===== config.mk =====
export PLATFORM = sky130hd
export DESIGN_NAME = timer_sequencer_flat
export DESIGN_NICKNAME = d
export VERILOG_FILES = /design/src/rtl/timer_sequencer_if.sv /design/src/rtl/timer_sequencer.sv /design/src/flat_wrapper.sv
export SDC_FILE = /design/constraint.sdc
export NUM_CORES = 1
export LEC_CHECK = 0
export BUFFER_PORTS_ARGS = -buffer_cell sky130_fd_sc_hd__buf_2
export CAP_MARGIN = 10
export CORE_ASPECT_RATIO = 0.6
export CORE_UTILIZATION = 55
export CTS_CLUSTER_DIAMETER = 100
export DETAILED_ROUTE_END_ITERATION = 16
export GPL_ROUTABILITY_DRIVEN = 0
export GPL_TIMING_DRIVEN = 0
export HOLD_SLACK_MARGIN = 0.15
export PLACE_DENSITY = 0.76
export SKIP_LAST_GASP = 1
export SLEW_MARGIN = 15
export SYNTH_ARGS = -nofsm -noshare
export SYNTH_HDL_FRONTEND = slang
export SYNTH_SLANG_ARGS = --single-unit
export TNS_END_PERCENT = 20

===== constraint.sdc =====
create_clock -name clk -period 5.6 [get_ports clk]
set_input_delay 0 -clock clk [delete_from_list [all_inputs] [get_ports clk]]
set_output_delay 0 -clock clk [all_outputs]
set_load 0.05 [all_outputs]

===== src/rtl/timer_sequencer_if.sv =====
// timer_sequencer_if: load/trigger link between the sequencer and a countdown timer.
//   value   : interval to load into the timer (meaningful only while valid=1)
//   valid   : one-cycle load strobe
//   enable  : timer count enable
//   trigger : timer expiry indication, driven by the timer
// Modports: master = sequencer side, slave = timer side.
interface timer_sequencer_if #(
  parameter int W = 5
);
  logic [W-1:0] value;
  logic         valid;
  logic         enable;
  logic         trigger;

  modport master (
    output value,
    output valid,
    output enable,
    input  trigger
  );

  modport slave (
    input  value,
    input  valid,
    input  enable,
    output trigger
  );
endinterface


===== src/rtl/timer_sequencer.sv =====
// timer_sequencer: plays a small schedule of intervals into a countdown timer.
// Each non-zero entry is loaded (one-cycle valid), the timer is enabled, and the
// rising edge of trigger advances to the next entry. Zero entries are skipped.
// At the end of the schedule the sequence either restarts (loop=1) or finishes.
// Ports:
//   clk, reset        : rising-edge clock, synchronous active-high reset
//   wr_en, wr_data    : append an interval to the schedule (IDLE only, not full)
//   clear             : empty the schedule (IDLE only, wins over wr_en)
//   start, stop       : begin at entry 0 / abort the running sequence
//   loop              : sampled after the last entry, 1 = restart at entry 0
//   tmr               : timer load/enable/trigger link (master side)
//   busy              : state is not IDLE
//   step, entries     : current entry index, number of stored entries
//   step_done         : one-cycle pulse when an entry expires
//   seq_done          : one-cycle pulse when the sequence completes
// All outputs are registered: each output register is loaded from the
// next-state decode, so outputs line up with the state they describe.
module timer_sequencer #(
  parameter int DEPTH = 4,
  parameter int W     = 5
) (
  input  logic                      clk,
  input  logic                      reset,
  input  logic                      wr_en,
  input  logic [W-1:0]              wr_data,
  input  logic                      clear,
  input  logic                      start,
  input  logic                      stop,
  input  logic                      loop,
  timer_sequencer_if.master         tmr,
  output logic                      busy,
  output logic [$clog2(DEPTH)-1:0]  step,
  output logic [$clog2(DEPTH):0]    entries,
  output logic                      step_done,
  output logic                      seq_done
);

  localparam int SW = $clog2(DEPTH);
  localparam int EW = SW + 1;

  typedef enum logic [1:0] {
    S_IDLE,
    S_LOAD,
    S_RUN,
    S_NEXT
  } state_t;

  state_t         state_q, state_d;
  logic [SW-1:0]  step_q, step_d;
  logic [EW-1:0]  entries_q, entries_d;
  logic           trig_dly_q;
  logic [W-1:0]   sched_q [DEPTH];

  logic [W-1:0]   value_q, value_d;
  logic           valid_q, valid_d;
  logic           enable_q, enable_d;
  logic           busy_q, busy_d;
  logic           step_done_q, step_done_d;
  logic           seq_done_q, seq_done_d;

  logic           wr_fire;
  logic           trig_edge;
  logic           last_entry;

  // Next-state and output decode
  always_comb begin
    state_d     = state_q;
    step_d      = step_q;
    entries_d   = entries_q;
    step_done_d = 1'b0;
    seq_done_d  = 1'b0;
    wr_fire     = 1'b0;

    trig_edge  = tmr.trigger & ~trig_dly_q;
    // step is the last stored entry when step+1 reaches the entry count
    last_entry = ({1'b0, step_q} + EW'(1)) >= entries_q;

    case (state_q)
      S_IDLE: begin
        if (clear) begin
          entries_d = '0;
        end else if (wr_en && (entries_q < EW'(DEPTH))) begin
          wr_fire   = 1'b1;
          entries_d = entries_q + EW'(1);
        end
        if (start) begin
          if (entries_q != '0) begin
            state_d = S_LOAD;
            step_d  = '0;
          end else begin
            // nothing to play: report completion straight away
            seq_done_d = 1'b1;
          end
        end
      end
      S_LOAD: begin
        // a zero interval is skipped without loading the timer
        state_d = (sched_q[step_q] == '0) ? S_NEXT : S_RUN;
      end
      S_RUN: begin
        if (trig_edge) begin
          step_done_d = 1'b1;
          state_d     = S_NEXT;
        end
      end
      S_NEXT: begin
        if (!last_entry) begin
          step_d  = step_q + SW'(1);
          state_d = S_LOAD;
        end else if (loop) begin
          step_d  = '0;
          state_d = S_LOAD;
        end else begin
          seq_done_d = 1'b1;
          state_d    = S_IDLE;
        end
      end
      default: begin
        state_d = S_IDLE;
      end
    endcase

    // abort overrides any advance or completion decided above
    if (stop && (state_q != S_IDLE)) begin
      state_d     = S_IDLE;
      step_d      = step_q;
      step_done_d = 1'b0;
      seq_done_d  = 1'b0;
    end

    valid_d  = (state_d == S_LOAD) && (sched_q[step_d] != '0);
    enable_d = (state_d == S_RUN);
    busy_d   = (state_d != S_IDLE);
    value_d  = sched_q[step_d];
  end

  always_ff @(posedge clk) begin
    if (reset) begin
      state_q     <= S_IDLE;
      step_q      <= '0;
      entries_q   <= '0;
      trig_dly_q  <= 1'b0;
      value_q     <= '0;
      valid_q     <= 1'b0;
      enable_q    <= 1'b0;
      busy_q      <= 1'b0;
      step_done_q <= 1'b0;
      seq_done_q  <= 1'b0;
    end else begin
      state_q     <= state_d;
      step_q      <= step_d;
      entries_q   <= entries_d;
      trig_dly_q  <= tmr.trigger;
      value_q     <= value_d;
      valid_q     <= valid_d;
      enable_q    <= enable_d;
      busy_q      <= busy_d;
      step_done_q <= step_done_d;
      seq_done_q  <= seq_done_d;
    end
  end

  // Schedule storage is deliberately left out of reset
  always_ff @(posedge clk) begin
    if (!reset && wr_fire) begin
      sched_q[entries_q[SW-1:0]] <= wr_data;
    end
  end

  assign tmr.value  = value_q;
  assign tmr.valid  = valid_q;
  assign tmr.enable = enable_q;
  assign busy       = busy_q;
  assign step       = step_q;
  assign entries    = entries_q;
  assign step_done  = step_done_q;
  assign seq_done   = seq_done_q;

endmodule


===== src/flat_wrapper.sv =====
// flat-port wrapper written by rule: the top's interface ports become plain ports
module timer_sequencer_flat 
#(
  parameter int DEPTH = 4,
  parameter int W     = 5
)
  (clk, reset, wr_en, wr_data, clear, start, stop, loop, busy, step, entries, step_done, seq_done, tmr_value, tmr_valid, tmr_enable, tmr_trigger);
  timer_sequencer_if #(.W(W)) tmr_i ();
  input  logic clk;
  input  logic reset;
  input  logic wr_en;
  input  logic [W-1:0] wr_data;
  input  logic clear;
  input  logic start;
  input  logic stop;
  input  logic loop;
  output logic busy;
  output logic [$clog2(DEPTH)-1:0] step;
  output logic [$clog2(DEPTH):0] entries;
  output logic step_done;
  output logic seq_done;
  output wire logic [$bits(tmr_i.value)-1:0] tmr_value;
  output wire logic [$bits(tmr_i.valid)-1:0] tmr_valid;
  output wire logic [$bits(tmr_i.enable)-1:0] tmr_enable;
  input wire logic [$bits(tmr_i.trigger)-1:0] tmr_trigger;
  assign tmr_value = tmr_i.value;
  assign tmr_valid = tmr_i.valid;
  assign tmr_enable = tmr_i.enable;
  assign tmr_i.trigger = tmr_trigger;
  timer_sequencer #(.DEPTH(DEPTH), .W(W)) u_core (.clk(clk), .reset(reset), .wr_en(wr_en), .wr_data(wr_data), .clear(clear), .start(start), .stop(stop), .loop(loop), .tmr(tmr_i), .busy(busy), .step(step), .entries(entries), .step_done(step_done), .seq_done(seq_done));
endmodule

Word-level counts from Yosys, hierarchy flattened
Memory sizes are Yosys's and may differ from the RTL's. A register that Yosys moved wholly into a read port is not among the register bits. Cells that the tools add are included.

Add/subtract/negate cells: 3. Magnitude comparators: 2. Equal/unequal tests: 5. Mux-type cells: 28. Bitwise gates (word level): 3. Reductions and logical operators: 15.

Operator list (number): 2-to-1 mux 2 bit (11); 2-to-1 mux 1 bit (12); one-hot mux 2 bit (4 select lines) (1); equality test 2 bit, second input constant (3); 2-to-1 mux 3 bit (2); nonzero test 2 bit (3); zero test 5 bit (1); nonzero test 5 bit (1); equality test 2 x 1 -> 1 bit, second input constant (2); logical AND 1 bit (4); one-hot mux 2 bit (2 select lines) (1); adder 2 x 1 -> 3 bit, second input constant (1); adder 3 x 1 -> 3 bit, second input constant (1); greater-or-equal comparator 3 bit (1); < comparator 3 bit, second input constant (1); nonzero test 3 bit (1); OR reduction 3 bit (1); adder 2 x 1 -> 2 bit, second input constant (1); zero test 2 bit (1); inverter 1 bit (2); one-hot mux 1 bit (2 select lines) (1); AND reduction 2 bit (1); OR reduction 2 bit (1); AND 1 bit (1); zero test 1 bit (1).

Register bits after elaboration: 18. Bits in writable memories: 20. Input port bits: 13. Output and inout bits: 15. Logic and storage cells: 67. Memories: 1.

Memory list: u_core.sched_q (words 4, bits a word 5, rd ports 2, clocked after Yosys merged registers in 1, wr ports 1, RTL line timer_sequencer.sv:52) `logic [W-1:0] sched_q [DEPTH];`.

Depth between registers and ports, before layout
Gate-level depths: netlist of run 1.

Depth after elaboration: 8. Mapped depth: 10.

Worst setup path after synthesis of run 1
Ideal clock, no wire load.

Path kind: register -> register. Start point: reg u_core.step_q[0], in the netlist u_core.step[0]. End point: reg u_core.valid_q, in the netlist u_core.tmr.valid. Arrival: 2.557 ns. Required time: 5.466 ns. Slack: 2.910 ns. Cell stages (with the launch flop): 11. Path buffers: 1. Clock period less this slack: 2.690 ns. Path through: dfxtp_1 > ha_1 > ha_1 > nand2_1 > o21a_4 > o211a_1 > buf_4 > o21ai_0 > nand3_1 > a22oi_1 > a311oi_2.

Cells in the longest elaborated chain, start to end: 8.

RTL lines: start, declared (RTL line timer_sequencer.sv:49) `logic [SW-1:0] step_q, step_d;`; start signal, assigned (RTL line timer_sequencer.sv:151) `step_q <= step_d;`; adder 2 x 1 -> 3 bit (RTL line timer_sequencer.sv:76) `last_entry = ({1'b0, step_q} + EW'(1)) >= entries_q;`; greater-or-equal comparator 3 bit (RTL line timer_sequencer.sv:76); 2-to-1 mux 2 bit (RTL line timer_sequencer.sv:107) `if (!last_entry) begin`; one-hot mux 2 bit (2 select lines) (RTL line timer_sequencer.sv:78) `case (state_q)`; 2-to-1 mux 2 bit (RTL line timer_sequencer.sv:124) `if (stop && (state_q != S_IDLE)) begin`; memory (4 x 5 bit); nonzero test 5 bit (RTL line timer_sequencer.sv:131) `valid_d = (state_d == S_LOAD) && (sched_q[step_d] != '0);`; logical AND 1 bit * (RTL line timer_sequencer.sv:131); end signal, assigned (RTL line timer_sequencer.sv:155) `valid_q <= valid_d;`; end, declared (RTL line timer_sequencer.sv:55) `logic valid_q, valid_d;`.

Mark *: on every way between the ends. The rest lies on a longest branch, timed or not. A chain may end at the register's enable or synchronous reset.

Worst setup path in the final report of run 1
Same ends and word-level chain as after synthesis.

==> flow_metrics.env, run 1 <==
export IMPL_synthFlopType="edfxtp_1"
export IMPL_final_common_cell="buf_2"
export IMPL_wl_um=4350
export IMPL_r2r_setup_slack_ps=2760
export IMPL_cts_tree="done"
export IMPL_worstSetupStartpointType="flip-flop"
export IMPL_critPathMaxStageDelay_ps=540
export IMPL_syn_to_final_growth_pct=21.6
export IMPL_cellLeakagePower_uw=0.000926
export IMPL_nets=232
export IMPL_crit_arrival_ps=3040
export IMPL_holdCritPathClass="primary input to flip-flop"
export IMPL_crit_start="u_core.step[0]$_SDFF_PP0_"
export IMPL_antenna_left=0
export IMPL_timing_slew_headroom=0.711
export IMPL_cp_max_fo=10
export IMPL_crit_path_end="u_core.tmr.valid$_SDFF_PP0_"
export IMPL_max_freq_mhz=352
export IMPL_hold_violations=0
export IMPL_die_w_um=76.3
export IMPL_synth_warnings=0
export IMPL_clock_skew_ps=3.92
export IMPL_port_buffers=27
export IMPL_yosysUniqueCellTypes=42
export IMPL_drv_slew=0
export IMPL_ys_seq_area_frac=0.527
export IMPL_cts_max_level=2
export IMPL_start_util=0.607
export IMPL_cts_buffers=5
export IMPL_syn_cell_area_sq_mm=0.00182
export IMPL_layout_drive_gt1_share=0.255
export IMPL_drtIter0Drc=163
export IMPL_dieArea_sq_mm=0.00356
export IMPL_num_io_pins=28
export IMPL_dr_pass1_iters=4
export IMPL_setup_violations=0
export IMPL_cts_clk_slew_worst_paths_ps=70
export IMPL_synthesis_nets=187
export IMPL_cts_max_path_buffers=2
export IMPL_r2r_end="u_core.tmr.valid$_SDFF_PP0_"
export IMPL_crit_chain="ha_1, ha_1, a21oi_1, o21ai_1, o21bai_2, nand3_1, and3_1, o22a_1, a311oi_2"
export IMPL_power_density_mw_per_mm2=356
export IMPL_rsz0062_at_grt="no"
export IMPL_tns_ps=0
export IMPL_crit_slowest_cell="dfxtp_1"
export IMPL_status="finished, final reports clean"
export IMPL_post_cts_buffers=0
export IMPL_num_antenna_cells=0
export IMPL_grt_use_total=0.278
export IMPL_vdd_ir_drop_max_mv=0.303
export IMPL_grt_pass1_vias=1374
export IMPL_final_period_utilization=0.507
export IMPL_grt_max_degree=12
export IMPL_cts_sinks=38
export IMPL_antenna_found_initial=0
export IMPL_vias_per_cell=5.80
export IMPL_cap_violations=0
export IMPL_crit_path_frequent_cell="ha_1"
export IMPL_via_count=1450
export IMPL_final_cell_mix="28 x buf_2, 20 x edfxtp_1, 18 x dfxtp_1"
export IMPL_async_flop_share=0
export IMPL_grt_pass1_wl_um=6890
export IMPL_synth_edf_count=20
export IMPL_syn_area_per_cell_sq_um=11.3
export IMPL_place_ws_ps=2870
export IMPL_root_buffer="clkbuf_8"
export IMPL_hpwl_um=3290
export IMPL_wl_per_cell_um=17.4
export IMPL_r2r_cells=9
export IMPL_cp_required_ps=5800
export IMPL_endpoint_kind="flip-flop"
export IMPL_drc=0
export IMPL_core_area_sq_mm=0.00300
export IMPL_worst_pin_slew_ps=434
export IMPL_path_class="flip-flop to flip-flop"
export IMPL_syn_inst=162
export IMPL_grt_remaining_overflow=0
export IMPL_finalCriticalPeriod_ps=2840
export IMPL_row_count=15
export IMPL_clock_latency_ps=290
export IMPL_worstReg2RegStart="u_core.step[0]$_SDFF_PP0_"
export IMPL_timing_final_ws_setup_ps=2760
export IMPL_ys_seq_elements=38
export IMPL_die_h_um=46.6
## through the flow
stage	hold WS [ps]	total power [uW]	util	cell area, sq um	std cells
2_1_floorplan	98.9	525	-	1820	162
5_1_grt	260	824	0.738	2220	250
6_report	201	788	0.738	2220	250
3_5_place_dp	225	588	0.670	2010	231
3_3_place_gp	212	575	0.670	2010	231
4_1_cts	182	787	0.738	2220	250
## cell usage after synthesis (2+ instances only)
| master | number | area [sq um] |
|---|---|---|
| and2_1 | 4 | 25.0 |
| nor2_1 | 10 | 37.5 |
| nand2b_1 | 2 | 12.5 |
| and2b_2 | 2 | 17.5 |
| nand3b_1 | 2 | 15.0 |
| o21ai_0 | 12 | 60.1 |
| buf_4 | 2 | 15.0 |
| a21oi_1 | 4 | 20.0 |
| nor3_1 | 6 | 30.0 |
| a22oi_1 | 2 | 15.0 |
| dfxtp_1 | 18 | 360 |
| o311ai_1 | 2 | 17.5 |
| o21ai_1 | 3 | 15.0 |
| edfxtp_1 | 20 | 601 |
| or4_1 | 2 | 15.0 |
| nand3_1 | 15 | 75.1 |
| nand2_1 | 2 | 7.51 |
| a31o_2 | 2 | 17.5 |
| ha_1 | 12 | 150 |
| and3_1 | 7 | 43.8 |
| nor2b_1 | 4 | 25.0 |
| inv_1 | 9 | 33.8 |
## critical path: cells and delay by family, from the launching register on
family	cells	cell delay [ps]
AO/OA/AOI/OAI	5	1310
adder cells (fa/ha/maj)	2	540
flip-flops	1	540
AND/OR/NAND/NOR	2	350
## how the worst min path moves through the flow
stage | endpoint | start | slack, ps | cells after the start
6_report | u_core.seq_done$_SDFF_PP0_ | start | 200 | 4
5_1_grt | u_core.seq_done$_SDFF_PP0_ | start | 260 | 4
4_1_cts | u_core.seq_done$_SDFF_PP0_ | start | 180 | 4
3_5_place_dp | u_core.sched_q[3][4]$_DFFE_PP_ | wr_data[4] | 220 | 1
3_3_place_gp | u_core.sched_q[0][4]$_DFFE_PP_ | wr_data[4] | 210 | 1
2_1_floorplan | u_core.sched_q[0][0]$_DFFE_PP_ | wr_data[0] | 100 | 0
## timing repair
action / CTS / global route
resized for setup: 0 / 0
hold buffers: 11 / 0
endpoints found under the setup margin: 0 / 0
hold endpoints to repair: 31 / 0
## power breakdown
part / internal [uW] / switching (uW) / total, uW
Sequential: 321 / 17.1 / 338
Clock: 104 / 92.3 / 196
Combinational: 84.1 / 170 / 254
Total: 509 / 279 / 788
## cell type report
cell class / count / area (sq um)
fillers: 214 / 787
plain buffers: 3 / 20.0
inverters: 9 / 33.8
repair buffers: 38 / 245
well taps: 42 / 52.6
clock inverters: 1 / 5.00
multi-input cells: 112 / 808
clock buffers: 7 / 90.1
flip-flops and latches: 38 / 961
## cells by family after synthesis
kind of cell	synth area share
simple gates	0.204
flops	0.527
compound gates	0.157
buf+inv	0.0295
fa+ha+maj	0.0824
## layer usage
| metal | track usage | vias up | wire [um] | share of wire |
|---|---|---|---|---|
| met4 | 0.146 | 0 | 91 | 0.021 |
| met3 | 0.0653 | 13 | 379 | 0.087 |
| met2 | 0.432 | 79 | 1850 | 0.42 |
| met5 | 0 | - | 0 | 0 |
| met1 | 0.372 | 661 | 2030 | 0.47 |
| li1 | - | 697 | - | - |
## flip-flops by register name, summed over array words and instances, names as in the netlist
signal / flops
u_core.sched_q: 20
u_core.tmr.value: 5
u_core.entries: 3
u_core.state_q: 2
u_core.step: 2
u_core.busy: 1
u_core.seq_done: 1
u_core.step_done: 1
u_core.tmr.enable: 1
u_core.tmr.valid: 1
u_core.trig_dly_q: 1
Power figures use the tool's default switching activity.
==> run 2, diff against run 1 <==
--- a/config.mk
+++ b/config.mk
@@ -8,13 +8,13 @@
 export BUFFER_PORTS_ARGS = -buffer_cell sky130_fd_sc_hd__buf_2
 export CAP_MARGIN = 10
 export CORE_ASPECT_RATIO = 0.6
-export CORE_UTILIZATION = 55
+export CORE_UTILIZATION = 50
 export CTS_CLUSTER_DIAMETER = 100
 export DETAILED_ROUTE_END_ITERATION = 16
 export GPL_ROUTABILITY_DRIVEN = 0
 export GPL_TIMING_DRIVEN = 0
 export HOLD_SLACK_MARGIN = 0.15
-export PLACE_DENSITY = 0.76
+export PLACE_DENSITY = 0.72
 export SKIP_LAST_GASP = 1
 export SLEW_MARGIN = 15
 export SYNTH_ARGS = -nofsm -noshare
==> constraint.sdc (replaced) <==
create_clock -name clk -period 2.4 [get_ports clk]
set_input_delay 0 -clock clk [delete_from_list [all_inputs] [get_ports clk]]
set_output_delay 0 -clock clk [all_outputs]
set_load 0.05 [all_outputs]
==> run 2 against run 1 <==
The flow now finishes with violations (negative setup slack). Via count grew 6.9%. Cell area grew 8.5%. Non-clock buffer count grew 5. Clock skew grew 0.95 ps. Sequential cell count is the same.
==> flow_metrics.env, run 2 (synthesized netlist as in run 1, its figures left out) <==
export IMPL_cts_max_level=2
export IMPL_cts_sinks=38
export IMPL_vdd_ir_drop_max_mv=0.646
export IMPL_drc=0
export IMPL_status="finished with violations"
export IMPL_timing_slew_headroom=0.714
export IMPL_met3_length_um=511
export IMPL_tns_ps=-7.85
export IMPL_wl_per_cell_um=18.4
export IMPL_grt_pass1_vias=1426
export IMPL_final_common_cell="buf_2"
export IMPL_path_buf_inv=2
export IMPL_layout_drive_gt1_share=0.383
export IMPL_final_cell_mix="27 x buf_2, 20 x edfxtp_1, 14 x nand3_1"
export IMPL_grt_max_degree=12
export IMPL_nets=238
export IMPL_num_antenna_cells=0
export IMPL_holdCritPathClass="primary input to flip-flop"
export IMPL_fillerInstances=242
export IMPL_core_area_sq_mm=0.00336
export IMPL_wl_met2_um=2130
export IMPL_grt_use_total=0.242
export IMPL_dr_pass1_iters=4
export IMPL_path_class="flip-flop to flip-flop"
export IMPL_crit_arrival_ps=2610
export IMPL_top_layer_used="met4"
export IMPL_regArea_sq_um=973
export IMPL_syn_to_final_growth_pct=31.9
export IMPL_crit_chain="inv_1, ha_1, nor2b_1, o211a_1, buf_6, o21ai_0, and3_4, o22a_1, a311oi_2"
export IMPL_max_freq_mhz=415
export IMPL_cap_violations=0
export IMPL_port_buffers=27
export IMPL_cts_max_path_buffers=2
export IMPL_vias_per_cell=5.98
export IMPL_root_buffer="clkbuf_8"
export IMPL_crit_slowest_cell="dfxtp_2"
export IMPL_hold_slack_ps=164
export IMPL_row_count=16
export IMPL_via_count=1550
export IMPL_clock_skew_ps=4.87
export IMPL_finalCriticalPeriod_ps=2410
export IMPL_dieArea_sq_mm=0.00390
export IMPL_drt_met1_wl_um=2030
export IMPL_clock_latency_ps=290
export IMPL_setup_violations=1
export IMPL_die_h_um=48.8
export IMPL_endpoint_kind="flip-flop"
export IMPL_antenna_found_initial=0
export IMPL_grt_remaining_overflow=0
export IMPL_cts_buffers=5
export IMPL_worst_pin_slew_ps=429
export IMPL_hpwl_um=3190
export IMPL_critPathMaxStageDelay_ps=390
export IMPL_multi_input_area_sq_um=940
export IMPL_largest_reg_flops=20
export IMPL_cts_tree="done"
export IMPL_drtIter0Drc=165
export IMPL_antenna_left=0
export IMPL_grt_pass1_wl_um=6780
export IMPL_timing_final_ws_setup_ps=-7.85
export IMPL_die_w_um=80.0
export IMPL_start_util=0.542
export IMPL_cts_clk_slew_worst_paths_ps=70
export IMPL_cp_max_fo=10
export IMPL_worstSetupStartpointType="flip-flop"
export IMPL_cp_top_family="compound AO/OA/AOI/OAI gates"
export IMPL_drv_slew=0
export IMPL_wl_um=4770
export IMPL_hold_violations=0
export IMPL_cp_required_ps=2610
export IMPL_num_io_pins=28
export IMPL_cellLeakagePower_uw=0.000959
export IMPL_final_period_utilization=1.00
export IMPL_power_uw=1860
export IMPL_power_density_mw_per_mm2=773
export IMPL_violations="negative setup slack"
## run 2: where the power goes
part,switching (uW),internal (uW),total [uW]
clock network,215,243,458
registers,39.8,748,788
logic,414,198,612
total,669,1190,1860
## run 2: layer usage
metal  vias up  GRT usage
met4         0     0.0833
met5         -          0
li1        712          -
met3        14     0.0785
met1       736      0.331
met2        88      0.363
## run 2: worst paths after layout
| kind | cells past startpoint | from | to | slack, ps |
|---|---|---|---|---|
| setup reg to reg | 9 | u_core.state_q[0]$_SDFF_PP0_ | u_core.tmr.valid$_SDFF_PP0_ | -8 |
| hold / removal | 5 | wr_en | u_core.entries[0]$_SDFFE_PP0P_ | 160 |
| hold reg to reg | 1 | u_core.entries[2]$_SDFFE_PP0P_ | u_core.entries[2]$_SDFFE_PP0P_ | 560 |
| setup / recovery | 9 | u_core.state_q[0]$_SDFF_PP0_ | u_core.tmr.valid$_SDFF_PP0_ | -8 |
## run 2: timing repair
item / 4_1_cts / 5_1_grt
resized for setup: 10 / 19
cloned: 0 / 1
endpoints found under the hold margin: 31 / 0
endpoints found under the setup margin: 3 / 1
setup buffers: 1 / 5
hold buffers: 10 / 0
pin swaps: 2 / 11
## run 2: cell type report
class / count / area share
buffer: 3 / 0.0109
clock buffer: 7 / 0.0375
clock inverter: 1 / 0.00208
inverter: 9 / 0.0140
multi-input combinational: 113 / 0.391
sequential: 38 / 0.405
tap: 45 / 0.0234
timing repair buffer: 43 / 0.117
## run 2: worst reg2reg max path, stage by stage, from the launching register on
cell	delay (ps)
dfxtp_2	390
inv_1	80
ha_1	370
nor2b_1	380
o211a_1	260
buf_6	150
o21ai_0	100
and3_4	190
o22a_1	200
a311oi_2	210
## run 2: metrics by stage
stage                     area [sq um]  worst slack [ps]  cells  utilization
after detailed placement          2030              -173    234        0.602
after CTS                         2280              21.8    253        0.678
after global placement            2030             -77.3    234        0.602
after floorplan                   1830              55.0    162            -
final                             2400             -7.85    259        0.715
after global routing              2400              -116    259        0.715
==> run 3, diff against run 2 <==
--- a/config.mk
+++ b/config.mk
@@ -15,6 +15,7 @@
 export GPL_TIMING_DRIVEN = 0
 export HOLD_SLACK_MARGIN = 0.15
 export PLACE_DENSITY = 0.72
+export REMOVE_ABC_BUFFERS = 1
 export SKIP_LAST_GASP = 1
 export SLEW_MARGIN = 15
 export SYNTH_ARGS = -nofsm -noshare
==> run 3 against run 2 <==
The flow still finishes with violations (negative setup slack). Via count decreased by 2.5%. Non-clock buffer count increased by 2. Cell area decreased by 1.2%. Cell count increased by 0.39%. Clock power about the same. Combinational power decreased by 0.7%. Critical path depth increased by 1. Critical path type unchanged.
==> flow_metrics.env, run 3 (synthesized netlist as in run 1, its figures left out) <==
export IMPL_hold_path_depth=4
export IMPL_vdd_ir_drop_max_mv=0.419
export IMPL_r2r_setup_slack_ps=-20
export IMPL_clock_skew_ps=10.1
export IMPL_timing_slew_headroom=0.723
export IMPL_drc=0
export IMPL_rsz0062_at_grt="yes"
export IMPL_violations="negative setup slack"
export IMPL_path_class="flip-flop to flip-flop"
export IMPL_core_area_sq_mm=0.00336
export IMPL_final_period_utilization=1.01
export IMPL_port_buffers=27
export IMPL_via_count=1511
export IMPL_cts_max_path_buffers=2
export IMPL_fillerInstances=244
export IMPL_power_density_mw_per_mm2=779
export IMPL_die_h_um=48.8
export IMPL_r2r_cells=10
export IMPL_final_common_cell="buf_2"
export IMPL_antenna_left=0
export IMPL_drv_slew=0
export IMPL_cp_required_ps=2600
export IMPL_fin_util=0.706
export IMPL_cap_violations=0
export IMPL_cts_tree="done"
export IMPL_wl_per_cell_um=17.7
export IMPL_cp_max_fo=10
export IMPL_holdCritPathClass="primary input to flip-flop"
export IMPL_root_buffer="clkbuf_8"
export IMPL_final_cell_mix="27 x buf_2, 20 x edfxtp_1, 16 x dfxtp_1"
export IMPL_dieArea_sq_mm=0.00390
export IMPL_largest_reg_flops=20
export IMPL_worst_pin_slew_ps=413
export IMPL_crit_chain="ha_4, ha_1, a21oi_4, buf_4, o21ai_4, o21bai_4, nand3_1, and3_1, o22a_1, a311oi_2"
export IMPL_dr_pass1_iters=4
export IMPL_worstSetupStartpointType="flip-flop"
export IMPL_num_io_pins=28
export IMPL_cts_max_level=2
export IMPL_row_count=16
export IMPL_start_util=0.542
export IMPL_grt_pass1_vias=1439
export IMPL_grt_use_total=0.244
export IMPL_endpoint_kind="flip-flop"
export IMPL_vias_per_cell=5.81
export IMPL_cts_clk_slew_worst_paths_ps=80
export IMPL_layout_drive_gt1_share=0.340
export IMPL_grt_pass1_wl_um=6890
export IMPL_status="finished with violations"
export IMPL_clock_latency_ps=290
export IMPL_crit_slowest_cell="dfxtp_4"
export IMPL_tns_ps=-22.1
export IMPL_grt_remaining_overflow=0
export IMPL_max_freq_mhz=413
export IMPL_hold_violations=0
export IMPL_cts_sinks=38
export IMPL_critPathMaxStageDelay_ps=380
export IMPL_setup_violations=1
export IMPL_cellLeakagePower_uw=0.000965
export IMPL_timing_final_ws_setup_ps=-22.1
export IMPL_cts_buffers=5
export IMPL_syn_to_final_growth_pct=30.3
export IMPL_grt_max_degree=13
export IMPL_wl_um=4600
export IMPL_hpwl_um=3060
export IMPL_num_antenna_cells=0
export IMPL_finalCriticalPeriod_ps=2420
export IMPL_crit_arrival_ps=2620
export IMPL_nets=239
export IMPL_drtIter0Drc=89
export IMPL_antenna_found_initial=0
export IMPL_die_w_um=80.0
## run 3: cell types whose count changed in the layout (fill, tap and decap cells not counted), sizes merged
cell,delta
buf,+1
dlygate4sd3,+2
clkinvlp,+1
o211ai,-1
clkbuf,-2
## run 3: layout make-up
| type | instances | area, sq um | area share |
|---|---|---|---|
| tap | 45 | 56.3 | 0.0237 |
| clock buffer | 6 | 82.6 | 0.0348 |
| inverter | 9 | 33.8 | 0.0142 |
| multi-input combinational | 112 | 900 | 0.379 |
| timing repair buffer | 48 | 323 | 0.136 |
| sequential | 38 | 968 | 0.408 |
| clock inverter | 2 | 12.5 | 0.00527 |
## run 3: final timing paths
path,end,from
max,u_core.tmr.valid$_SDFF_PP0_,u_core.step[1]$_SDFF_PP0_
max reg2reg,u_core.tmr.valid$_SDFF_PP0_,u_core.step[1]$_SDFF_PP0_
min reg2reg,u_core.entries[2]$_SDFFE_PP0P_,u_core.entries[2]$_SDFFE_PP0P_
min,u_core.entries[1]$_SDFFE_PP0P_,wr_en
## run 3: worst max-delay path: cells and delay by family (launching register included)
family	cells	cell delay, ps
AO/OA/AOI/OAI	5	1000
adder cells (fa/ha/maj)	2	490
flip-flops	1	380
AND/OR/NAND/NOR	2	320
buffers and inverters	1	140
## run 3: metrics by stage
step	instances	instance area (sq um)	hold slack, ps	setup slack, ps	total power [uW]
floorplan	159	1800	71.6	-294	1220
global placement	231	1990	206	-367	1350
detailed placement	231	1990	219	-346	1360
CTS	253	2280	247	19.8	1840
global route	260	2380	283	-104	1940
finish	260	2380	259	-22.1	1850
## run 3: routing by layer
| layer | share of wire | vias up | GRT usage |
|---|---|---|---|
| met5 | 0 | - | 0 |
| met4 | 0.012 | 0 | 0.0893 |
| met3 | 0.095 | 7 | 0.0729 |
| met1 | 0.43 | 731 | 0.333 |
| li1 | - | 702 | - |
| met2 | 0.46 | 71 | 0.368 |
## run 3: what timing repair did
action	CTS	global route
pin swaps	4	4
resized for setup	15	9
setup endpoints to repair	6	1
hold endpoints to repair	31	0
buffers inserted	2	7
hold buffers	12	0
## run 3: where the power goes
group / internal [uW] / switching [uW] / leakage, uW
clock: 231 / 228 / 0.0000472
combinational: 200 / 408 / 0.000588
sequential: 745 / 39.7 / 0.000330
